==> src/rtl/id_stage.sv <==
// Decode stage for the MIMA RV64 core: classifies the opcode, extracts fields, builds the
// sign-extended immediate, and presents results from a two-entry skid buffer.
module id_stage #(
    parameter int XLEN = 64
) (
    input  logic            clk,
    input  logic            rst,
    input  logic            flush,
    input  logic            in_valid,
    output logic            in_ready,
    input  logic [XLEN-1:0] in_pc,
    input  logic [31:0]     in_inst,
    output logic            out_valid,
    input  logic            out_ready,
    output logic [XLEN-1:0] out_pc,
    output logic [4:0]      out_opcode,
    output logic [2:0]      out_funct3,
    output logic [6:0]      out_funct7,
    output logic [4:0]      out_rd,
    output logic [4:0]      out_rs1,
    output logic [4:0]      out_rs2,
    output logic [XLEN-1:0] out_imm,
    output logic            out_illegal
);

    typedef enum logic [1:0] {
        EMPTY = 2'd0,
        ONE   = 2'd1,
        TWO   = 2'd2
    } state_e;

    typedef struct packed {
        logic [XLEN-1:0] pc;
        logic [4:0]      opcode;
        logic [2:0]      funct3;
        logic [6:0]      funct7;
        logic [4:0]      rd;
        logic [4:0]      rs1;
        logic [4:0]      rs2;
        logic [XLEN-1:0] imm;
        logic            illegal;
    } entry_t;

    localparam logic [4:0] OP_BRANCH = 5'b11000;

    state_e state_q, state_d;
    entry_t head_q, head_d;
    entry_t skid_q, skid_d;
    entry_t dec;
    logic   legal_op;
    logic   accept;
    logic   consume;

    logic [XLEN-1:0] imm_i, imm_s, imm_b, imm_u, imm_j;

    assign imm_i = {{(XLEN-12){in_inst[31]}}, in_inst[31:20]};
    assign imm_s = {{(XLEN-12){in_inst[31]}}, in_inst[31:25], in_inst[11:7]};
    assign imm_b = {{(XLEN-13){in_inst[31]}}, in_inst[31], in_inst[7], in_inst[30:25],
                    in_inst[11:8], 1'b0};
    assign imm_u = {{(XLEN-32){in_inst[31]}}, in_inst[31:12], 12'b0};
    assign imm_j = {{(XLEN-21){in_inst[31]}}, in_inst[31], in_inst[19:12], in_inst[20],
                    in_inst[30:21], 1'b0};

    // NOTE: every variable gets a default at the top of always_comb so no path leaves it unassigned (no latch).
    always_comb begin
        dec        = '0;
        legal_op   = 1'b1;
        dec.pc     = in_pc;
        dec.opcode = in_inst[6:2];
        dec.funct3 = in_inst[14:12];
        dec.funct7 = in_inst[31:25];
        dec.rd     = in_inst[11:7];
        dec.rs1    = in_inst[19:15];
        dec.rs2    = in_inst[24:20];
        unique case (in_inst[6:2])
            5'b00000, 5'b00001, 5'b00011, 5'b00100,
            5'b00110, 5'b11001, 5'b11100:           dec.imm = imm_i;
            5'b01000, 5'b01001:                     dec.imm = imm_s;
            5'b11000:                               dec.imm = imm_b;
            5'b00101, 5'b01101:                     dec.imm = imm_u;
            5'b11011:                               dec.imm = imm_j;
            5'b01011, 5'b01100, 5'b01110, 5'b10000,
            5'b10001, 5'b10010, 5'b10011, 5'b10100: dec.imm = '0;
            default:                                legal_op = 1'b0;
        endcase
        dec.illegal = (in_inst[1:0] != 2'b11) || !legal_op ||
                      ((in_inst[6:2] == OP_BRANCH) && (in_inst[14:13] == 2'b01));
    end

    assign in_ready  = (state_q != TWO) && !rst;
    assign out_valid = (state_q != EMPTY);
    assign accept    = in_valid && in_ready;
    assign consume   = out_valid && out_ready;

    always_comb begin
        state_d = state_q;
        head_d  = head_q;
        skid_d  = skid_q;
        if (flush) begin
            state_d = EMPTY;
        end else begin
            unique case (state_q)
                EMPTY: if (accept) begin
                    head_d  = dec;
                    state_d = ONE;
                end
                ONE: begin
                    if (accept && consume) begin
                        head_d = dec;
                    end else if (accept) begin
                        skid_d  = dec;
                        state_d = TWO;
                    end else if (consume) begin
                        state_d = EMPTY;
                    end
                end
                TWO: if (consume) begin
                    head_d  = skid_q;
                    state_d = ONE;
                end
                default: state_d = EMPTY;
            endcase
        end
    end

    // NOTE: non-blocking assignments for all state; entries are reset too because the data outputs must read 0 out of reset.
    always_ff @(posedge clk) begin
        if (rst) begin
            state_q <= EMPTY;
            head_q  <= '0;
            skid_q  <= '0;
        end else begin
            state_q <= state_d;
            head_q  <= head_d;
            skid_q  <= skid_d;
        end
    end

    assign out_pc      = head_q.pc;
    assign out_opcode  = head_q.opcode;
    assign out_funct3  = head_q.funct3;
    assign out_funct7  = head_q.funct7;
    assign out_rd      = head_q.rd;
    assign out_rs1     = head_q.rs1;
    assign out_rs2     = head_q.rs2;
    assign out_imm     = head_q.imm;
    assign out_illegal = head_q.illegal;

endmodule

==> config.mk <==
export PLATFORM = sky130hd
export DESIGN_NAME = id_stage
export DESIGN_NICKNAME = d
export VERILOG_FILES = /design/src/rtl/id_stage.sv
export SDC_FILE = /design/constraint.sdc
export NUM_CORES = 1
export LEC_CHECK = 0
export CAP_MARGIN = 25
export CELL_PAD_IN_SITES_DETAIL_PLACEMENT = 0
export CELL_PAD_IN_SITES_GLOBAL_PLACEMENT = 1
export CORE_UTILIZATION = 41
export CTS_BUF_LIST = sky130_fd_sc_hd__clkbuf_8
export CTS_CLUSTER_DIAMETER = 150
export DETAILED_ROUTE_END_ITERATION = 16
export HOLD_SLACK_MARGIN = 0.12
export PLACE_DENSITY_LB_ADDON = 0.1
export RECOVER_POWER = 50
export SLEW_MARGIN = 20
export SYNTH_ARGS = -nofsm -noshare
export SYNTH_HDL_FRONTEND = slang
export SYNTH_SLANG_ARGS = --single-unit
==> constraint.sdc <==
create_clock -name clk -period 4.1 [get_ports clk]
set_input_delay 0.41 -clock clk [delete_from_list [all_inputs] [get_ports clk]]
set_output_delay 0.41 -clock clk [all_outputs]
set_load 0.02 [all_outputs]
==> key figures, run 1 <==
Power
  – Switching share of power: 27.2%
  – Int Power: between 4 and 5 mW
  – Reg power frac: a little under half
  – P_leak: around 5.3 nW
  – PD cells: 383 nW/um^2
  – Comb pwr share: approximately 15%
  – Psw: 1.51 mW
  – Tot Pwr: ~5.6 mW
  – Peak VDD IR: 0.000214 V
  – Clock power share: 37.4%

Logic synthesis
  – Seq/Total Area, Yosys: 45.2%
  – Synthesized Nets: 1,529
  – Cell taking the most area after synthesis: dfxtp_1
  – Yosys cell types: just over 50
  – Cells after synthesis: 1,428
  – Main synth FF type: dfxtp_1
  – Ys async rst share: 0%
  – Ys Warns: 0
  – EDFF count, synth: 0
  – Mean Syn Cell Area: 7.93 sq um
  – Register bit total from synthesis: 256
  – Top cell type's share of synthesized area: 45.2%
  – Post-synthesis cell area: 11,300 sq um
  – Top post-synthesis cells by area: dfxtp_1 (45%), nand2_1 (13%), a311oi_1 (8.0%)

Run status
  – Status: finished, violations left
  – Failing checks: max-capacitance violations, max-slew violations

Final layout
  – N_diodes: 0
  – Area Overhead vs Synth: 28.0%
  – Area occupied by multi-input gates: 5210 sq um
  – Final Cell Area: approximately 15,000 sq um
  – Fillers: 2,591
  – Commonest cells after routing, fill and taps aside: nand2_1 (397), dfxtp_1 (256), a21oi_1 (139)
  – Nets: approximately 1.7k
  – Commonest non-fill, non-tap cell in the layout: nand2_1
  – Share of cells above drive strength 1: about 6%
  – FF+latch area: 5120 sq um

Placement
  – Cell Area, Placed: 13,800 sq um
  – DP HPWL: 20,200 microns
  – Final GP Congestion: 0.771
  – # port buffers: 261

Floorplanning
  – Rows: 60
  – Vert. Die Dim: 168 microns
  – Die W: ~170 microns
  – Top Ports: 262
  – DIE AREA: 28,300 sq um
  – Starting Density: between 40% and 50%
  – Core area: 27,000 sq um

CTS
  – Largest buffer count on any clock path: 3
  – CTS tree: done
  – H-tree Lvls: 2
  – Count of hold-fix buffers inserted at cts: 0
  – CTS buffer count: 45
  – Clk sinks: 256
  – CTS root buffer: clkbuf_8
  – Post-CTS setup buffer count: 0
  – Post-CTS resize count: 0
  – Clock slew seen by the registers of the worst setup and hold paths: 0.06 ns
  – Clock Latency Late Sink: 0.53 ns

Routing
  – Routed Wire Length: 34,900 microns
  – ANT nets after route: 0
  – Drt initial violations: about 980
  – TritonRoute pass-1 iters: 5
  – Wire per inst: 17.9 microns
  – Via count: 10.8k
  – DR vias/cell: around 5.5
  – DRC errors left: 0

Min path
  – Hold_sp: rst
  – Hold Crit Class: primary input to flip-flop

GRT
  – Largest net degree at the start of global routing: 112
  – Vias in the first global route: 9,773
  – Initial antenna violation count: 0
  – Total GRT Usage: 23.9%
  – Grt ovf: 0
  – First-pass GRT wire length: 54,900 microns

Timing
  – Final min period: 3.21 ns
  – Max-slew violations: 143
  – Worst Skew: around 0.013 ns
  – Worst-Margin Slew: 1.61 ns
  – Final period util: 78.2%
  – Setup TNS: 0 ns
  – Slew margin rel.: -7.53%
  – Final Hold Fails: 0
  – RSZ-0062 raised after global routing: false
  – Final setup fails: 0
  – Hold WS: 0.274 ns
  – F_max: 312 MHz

Critical path
  – WS Path Type: primary input to flip-flop
  – Crit path from: in_valid
  – CP bufs+invs: 2
  – CP startpoint kind: primary input
  – Critical-path top delay cell: or2_1
  – Critical Path, Cell by Cell: dlygate4sd3_1 > or3b_1 > a211oi_1 > or2_1 > buf_12 > a311oi_1
  – Biggest cell delay along the critical path: 1.11 ns
  – Worst EP required: around 4.5 ns
  – Worst r2r src: state_q[1]
  – Max FO, Critical Path: 39
  – Data arrival, critical path: between 3 and 4 ns
  – Critical path capture point type: flip-flop
  – Family with the most delay on the worst path: simple AND/OR/NAND/NOR gates

Run
  – Max cap viols: 2
layer usage:
metal	part of all wire [%]	up-vias	global-route usage (%)	wire length (microns)
met5	0	-	0	0
met4	1.4	0	6.64	498
met3	6.0	46	3.64	2080
met2	46	348	37.9	16100
met1	46	5096	33.6	16200
li1	-	5332	-	-
worst register-to-register path, cell delays in order, from the launching register on:
cell and delay [ns]:
dfxtp_1 0.36, or3b_1 0.49, a211oi_1 0.47, or2_1 1.11, buf_12 0.33, a311oi_1 0.14
final timing paths:
path                                     to  slack (ns)  cells past startpoint
worst min-delay path            skid_q[139]        0.27                      2
worst max register to register   out_pc[14]        1.03                      5
worst min register to register  skid_q[147]        0.45                      2
worst max-delay path             out_pc[14]        0.89                      6
logic make-up after synthesis:
group | count (synthesis) | share of synthesized area [%]
and+or+nand+nor | 614 | 23.7
muxes | 1 | 0.0994
buffers and inverters | 199 | 8.75
AOI/OAI and AO/OA | 357 | 22.2
xor gates and xnor gates | 1 | 0.0773
DFF | 256 | 45.2
Yosys cell counts, types with 2 or more instances:
cell / n
o221ai_1: 6
nor3_1: 108
o21ai_1: 2
o21a_1: 2
buf_2: 45
or3_1: 2
a2111oi_0: 2
a221oi_1: 8
nor2b_1: 5
nor4_1: 6
nand4b_1: 2
nand3_1: 6
nand4_1: 4
or2_2: 2
nor2_1: 39
a21oi_1: 139
nor3b_2: 2
o32ai_1: 14
a211oi_1: 29
o31ai_1: 6
or4_1: 2
inv_1: 23
nand2b_1: 23
dfxtp_1: 256
or3b_2: 5
nand2_1: 397
or4b_2: 2
o21ai_0: 16
a32o_1: 11
o2111ai_1: 13
buf_4: 50
a311oi_1: 103
clkbuf_1: 79
buf_1: 2
power by group through the flow:
| stage | combinational (mW) | sequential (mW) | clock, mW |
|---|---|---|---|
| final | 0.849 | 2.63 | 2.08 |
| after global routing | 0.909 | 2.64 | 2.26 |
| after CTS | 0.882 | 2.64 | 2.14 |
| after detailed placement | 0.879 | 2.69 | 0 |
| after global placement | 0.876 | 2.69 | 0 |
| after floorplan | 0.383 | 2.78 | 0 |
stage by stage:
step                      std cells  utilization, %  setup slack, ns
after global placement         1880            50.9             1.16
after global routing           1951            53.7            0.786
after floorplan                1428               -             2.10
after CTS                      1950            53.7             1.33
after detailed placement       1880            50.9             1.13
final                          1951            53.7            0.894
area by class of cell:
type | count | share of cell area, %
clock inverters | 20 | 0.535
inverters | 23 | 0.595
repair buffers | 288 | 19.9
clock buffers | 50 | 4.75
flip-flops and latches | 256 | 35.3
well taps | 341 | 2.94
multi-input cells | 973 | 35.9
sequential cells by signal, indices dropped and copies added (netlist names):
name and flops:
out_imm 32, out_rd 5, out_rs1 5, out_illegal 1, out_pc 64, out_opcode 5
out_funct3 3, skid_q 127, state_q 2, out_rs2 5, out_funct7 7
(Power assumes the default switching activity.)
==> run 2, diff against run 1 <==
- CORE_UTILIZATION: 41 -> 38
- clock period: 4.1 -> 3.35 ns (I/O delays scaled with it)
==> key figures, run 2 (synthesized netlist as in run 1, its figures left out) <==
GRT
  – Total GRT Usage: 22.4%
  – Vias in the first global route: 9,821
  – First-pass GRT wire length: 55,800 microns
  – Largest net degree at the start of global routing: 135
  – Grt ovf: 0
  – Initial antenna violation count: 1

Min path
  – Hold Path Sink: skid_q[135]
  – Hold Crit Class: primary input to flip-flop
  – Hold_sp: rst
  – WHS Path Cells: 2

Placement
  – Setup WS pre-CTS: 0.589 ns
  – Post-Place Cells: 1,932
  – Final GP Congestion: 0.751
  – # port buffers: approximately 260
  – DP HPWL: 21,300 microns

CTS
  – Post-CTS resize count: 0
  – CTS buffer count: 45
  – Largest buffer count on any clock path: 3
  – CTS root buffer: clkbuf_8
  – Post-CTS setup buffer count: 0
  – Clk sinks: 256
  – CTS tree: done
  – Clock Latency Late Sink: between 0.5 and 0.6 ns
  – Count of hold-fix buffers inserted at cts: 0
  – H-tree Lvls: 2
  – Clock slew seen by the registers of the worst setup and hold paths: ~0.06 ns

Routing
  – Wire per inst: roughly 18 microns
  – ANT nets after route: 0
  – Routed Wire Length: 35,400 microns
  – Via count: 10.9k
  – TritonRoute pass-1 iters: 5
  – DR vias/cell: 5.41
  – DRC errors left: 0
  – Drt initial violations: 836

Critical path
  – CP bufs+invs: 1
  – RR Endpoint: skid_q[21]
  – Max FO, Critical Path: 21
  – R2R setup slack: 0.69 ns
  – Worst EP required: 3.80 ns
  – Cells on worst reg2reg path: 5
  – Critical Path, Cell by Cell: or3b_1 > nor3_1 > buf_4 > nor2_1 > a211oi_1
  – Data arrival, critical path: ~3.1 ns
  – WS Path Type: flip-flop to flip-flop
  – Biggest cell delay along the critical path: 0.94 ns
  – Critical path capture point type: flip-flop
  – Critical-path top delay cell: nor3_1
  – Family with the most delay on the worst path: simple AND/OR/NAND/NOR gates
  – Worst r2r src: state_q[1]
  – CP startpoint kind: flip-flop

Floorplanning
  – Rows: 62
  – DIE AREA: 30,500 sq um
  – Top Ports: 262
  – Starting Density: 39.1%
  – Die W: 175 microns
  – Core area: 29,000 sq um
  – Vert. Die Dim: 175 microns

Final layout
  – Commonest non-fill, non-tap cell in the layout: nand2_1
  – Max FFs per register: 127
  – Area Overhead vs Synth: 30.6%
  – Commonest cells after routing, fill and taps aside: nand2_1 (397), dfxtp_1 (256), a21oi_1 (139)
  – Share of cells above drive strength 1: roughly 7.4%
  – Largest Register: skid_q
  – N_diodes: 0
  – Fin cells: 2,013
  – Nets: about 1.7k
  – Fillers: 2,859

Timing
  – Final period util: 79.4%
  – F_max: 376 MHz
  – Worst-Margin Slew: 1.13 ns
  – Max-slew violations: 0
  – Final worst-path setup slack: 0.689 ns
  – Final setup fails: 0
  – Final Hold Fails: 0
  – Slew margin rel.: 23.8%
  – Worst Skew: around 0.011 ns
  – RSZ-0062 raised after global routing: false
  – Final min period: 2.66 ns
  – Setup TNS: 0 ns

Run
  – Max cap viols: 0

Power
  – Tot Pwr: between 7 and 8 mW
  – PD cells: 483 nW/um^2
  – P_leak: 5.39 nW
  – Peak VDD IR: 0.000237 V

Run status
  – Status: completed
## run 2: final cells by class
class	count	area (sq um)	share of cell area [%]
Clock buffer	57	785	5.30
Clock inverter	23	121	0.820
Inverter	23	86.3	0.584
Multi-Input combinational cell	973	5230	35.4
Sequential cell	256	5120	34.6
Tap cell	384	480	3.25
Timing Repair Buffer	297	2970	20.1
## run 2: how the worst max path moves through the flow
stage                start          end  slack, ns  cells past startpoint
6_report        state_q[1]   skid_q[21]       0.69                      5
5_1_grt         state_q[1]   skid_q[13]       0.53                      5
4_1_cts        out_imm[62]  out_imm[52]       0.67                      1
3_5_place_dp      in_valid    out_pc[0]       0.59                      6
3_3_place_gp      in_valid   skid_q[28]       0.68                      6
2_1_floorplan          rst  skid_q[149]       1.43                      8
## run 2: layer usage
metal,global-route usage (%),part of all wire [%],vias to the layer above
met3,4.57,6.3,42
met1,31.8,47,5147
met4,5.11,1.3,2
met2,34.9,45,332
met5,0,0.048,-
li1,-,-,5358
## run 2: worst register-to-register path, stage by stage, from the launching register on
cell and delay (ns):
dfxtp_1 0.37, or3b_1 0.52, nor3_1 0.94, buf_4 0.43, nor2_1 0.07, a211oi_1 0.23
## run 2: stage by stage
step                      hold WS [ns]  utilization (%)  cell area [sq um]
after global routing             0.142             51.0              14800
final                            0.143             51.0              14800
after global placement           0.441             47.9              13900
after CTS                        0.130             51.0              14800
after floorplan                  0.412                -              11300
after detailed placement         0.445             47.9              13900
## run 2: power breakdown
part	switching (mW)	total (mW)	leakage, nW	internal, mW
logic	0.587	1.05	2.78	0.459
registers	0.0604	3.22	2.08	3.16
clock network	1.28	2.88	0.530	1.60
total	1.93	7.14	5.39	5.22
==> run 3, diff against run 2 <==
- CORE_UTILIZATION: 38 -> 34
- clock period: 3.35 -> 2.25 ns (I/O delays scaled with it)
==> key figures, run 3 (synthesized netlist as in run 1, its figures left out) <==
Timing
  – Slew margin rel.: 35.5%
  – Worst Skew: 0.0158 ns
  – Final Hold Fails: 0
  – Final min period: 2.13 ns
  – Worst-Margin Slew: 0.968 ns
  – Final period util: approximately 95%
  – Setup TNS: 0 ns
  – RSZ-0062 raised after global routing: false
  – Max-slew violations: 0
  – Final setup fails: 0
  – F_max: around 470 MHz

Power
  – Tot Pwr: 10.4 mW
  – P_leak: around 5.6 nW
  – PD cells: between 600 and 700 nW/um^2
  – Peak VDD IR: 0.000418 V

Run
  – Max cap viols: 0

Routing
  – Drt initial violations: 712
  – Via count: roughly 11k
  – DRC errors left: 0
  – Routed Wire Length: 37,700 microns
  – Wire per inst: around 18 microns
  – ANT nets after route: 0
  – DR vias/cell: 5.25
  – TritonRoute pass-1 iters: 5

Critical path
  – Max FO, Critical Path: 8
  – Family with the most delay on the worst path: buffers and inverters
  – Worst EP required: 2.71 ns
  – Most used cell, CP: clkbuf_2
  – CP startpoint kind: flip-flop
  – R2R setup slack: 0.12 ns
  – Critical path capture point type: flip-flop
  – Critical-path top delay cell: or3b_4
  – CP bufs+invs: 3
  – WS Path Type: flip-flop to flip-flop
  – Critical Path, Cell by Cell: or3b_4 > clkbuf_4 > nor3_1 > clkbuf_2 > clkbuf_2 > nor2_1 > a211oi_1
  – Cells on worst reg2reg path: 7
  – Biggest cell delay along the critical path: 0.44 ns
  – RR Endpoint: skid_q[24]
  – Worst r2r src: state_q[1]
  – Data arrival, critical path: between 2 and 3 ns

Placement
  – Final GP Congestion: 0.776
  – # port buffers: 261
  – Post-Place Cells: slightly above 2k
  – DP HPWL: 23,600 microns

Final layout
  – Fillers: 3,292
  – Area Overhead vs Synth: 34.5%
  – Area occupied by multi-input gates: 5230 sq um
  – Commonest non-fill, non-tap cell in the layout: nand2_1
  – FF+latch area: between 5000 and 6000 sq um
  – Fin cells: about 2.1k
  – Commonest cells after routing, fill and taps aside: nand2_1 (397), dfxtp_1 (255), a21oi_1 (139)
  – Share of cells above drive strength 1: 9.07%
  – Largest Register: skid_q
  – Max FFs per register: 127
  – Nets: about 1.7k
  – N_diodes: 0
  – Utilization after layout: between 40% and 50%

Floorplanning
  – Vert. Die Dim: between 150 and 200 microns
  – Die W: between 150 and 200 microns
  – Rows: 66
  – Top Ports: 262
  – DIE AREA: 34,100 sq um
  – Starting Density: 34.6%
  – Core area: 32,700 sq um

Min path
  – Hold Path Sink: skid_q[145]
  – WHS Path Cells: 3
  – Hold_sp: in_pc[50]
  – Hold Crit Class: primary input to flip-flop

CTS
  – CTS tree: done
  – Post-CTS setup buffer count: 0
  – CTS buffer count: 46
  – Post-CTS resize count: 2
  – Count of hold-fix buffers inserted at cts: 0
  – CTS root buffer: clkbuf_8
  – Largest buffer count on any clock path: 3
  – Clk sinks: 256
  – Clock Latency Late Sink: 0.56 ns
  – Clock slew seen by the registers of the worst setup and hold paths: ~0.06 ns
  – H-tree Lvls: 2

GRT
  – Grt ovf: 0
  – First-pass GRT wire length: ~60,000 microns
  – Vias in the first global route: 10.4k
  – Largest net degree at the start of global routing: about 170
  – Initial antenna violation count: 1
  – Total GRT Usage: 21.9%

Run status
  – Status: completed
## run 3: metal layers
metal  GRT usage [%]  wire length (microns)
met2            33.8                  17000
met3            3.68                   2280
met1            30.8                  17500
met5               0                     14
met4            6.97                    886
## run 3: area by class of cell
| type | instances | area share, % |
|---|---|---|
| tap | 442 | 3.63 |
| clock inverter | 19 | 0.476 |
| inverter | 23 | 0.567 |
| sequential | 256 | 33.6 |
| multi-input combinational | 973 | 34.3 |
| timing repair buffer | 339 | 22.5 |
| clock buffer | 54 | 4.88 |
## run 3: worst min-delay path, cell delays in order
cell	delay, ns
clkdlybuf4s50_1	0.41
nand2_1	0.06
a21oi_1	0.05
## run 3: worst max-delay path by stage
stage | start | endpoint | slack (ns) | cells after the start
floorplan | rst | skid_q[149] | 0.44 | 8
global placement | in_valid | out_pc[49] | -0.1 | 6
detailed placement | in_valid | out_pc[45] | -0.16 | 6
CTS | out_imm[62] | out_imm[35] | 0.07 | 2
global route | state_q[1] | skid_q[147] | 0.02 | 7
finish | state_q[1] | skid_q[24] | 0.12 | 7
## run 3: where the power goes
group          internal (mW)  leakage (nW)  switching [mW]  total (mW)
combinational          0.737          3.01           0.899        1.64
sequential              4.70          2.08          0.0928        4.80
clock                   2.14         0.488            1.88        4.01
total                   7.58          5.58            2.87        10.4
## run 3: per-stage QoR
| stage | hold WS [ns] | setup slack [ns] | instance area [sq um] |
|---|---|---|---|
| global route | 0.250 | 0.0200 | 15200 |
| finish | 0.247 | 0.123 | 15200 |
| CTS | 0.210 | 0.0705 | 15300 |
| floorplan | 0.302 | 0.439 | 11300 |
| detailed placement | 0.446 | -0.163 | 14500 |
| global placement | 0.440 | -0.0991 | 14500 |
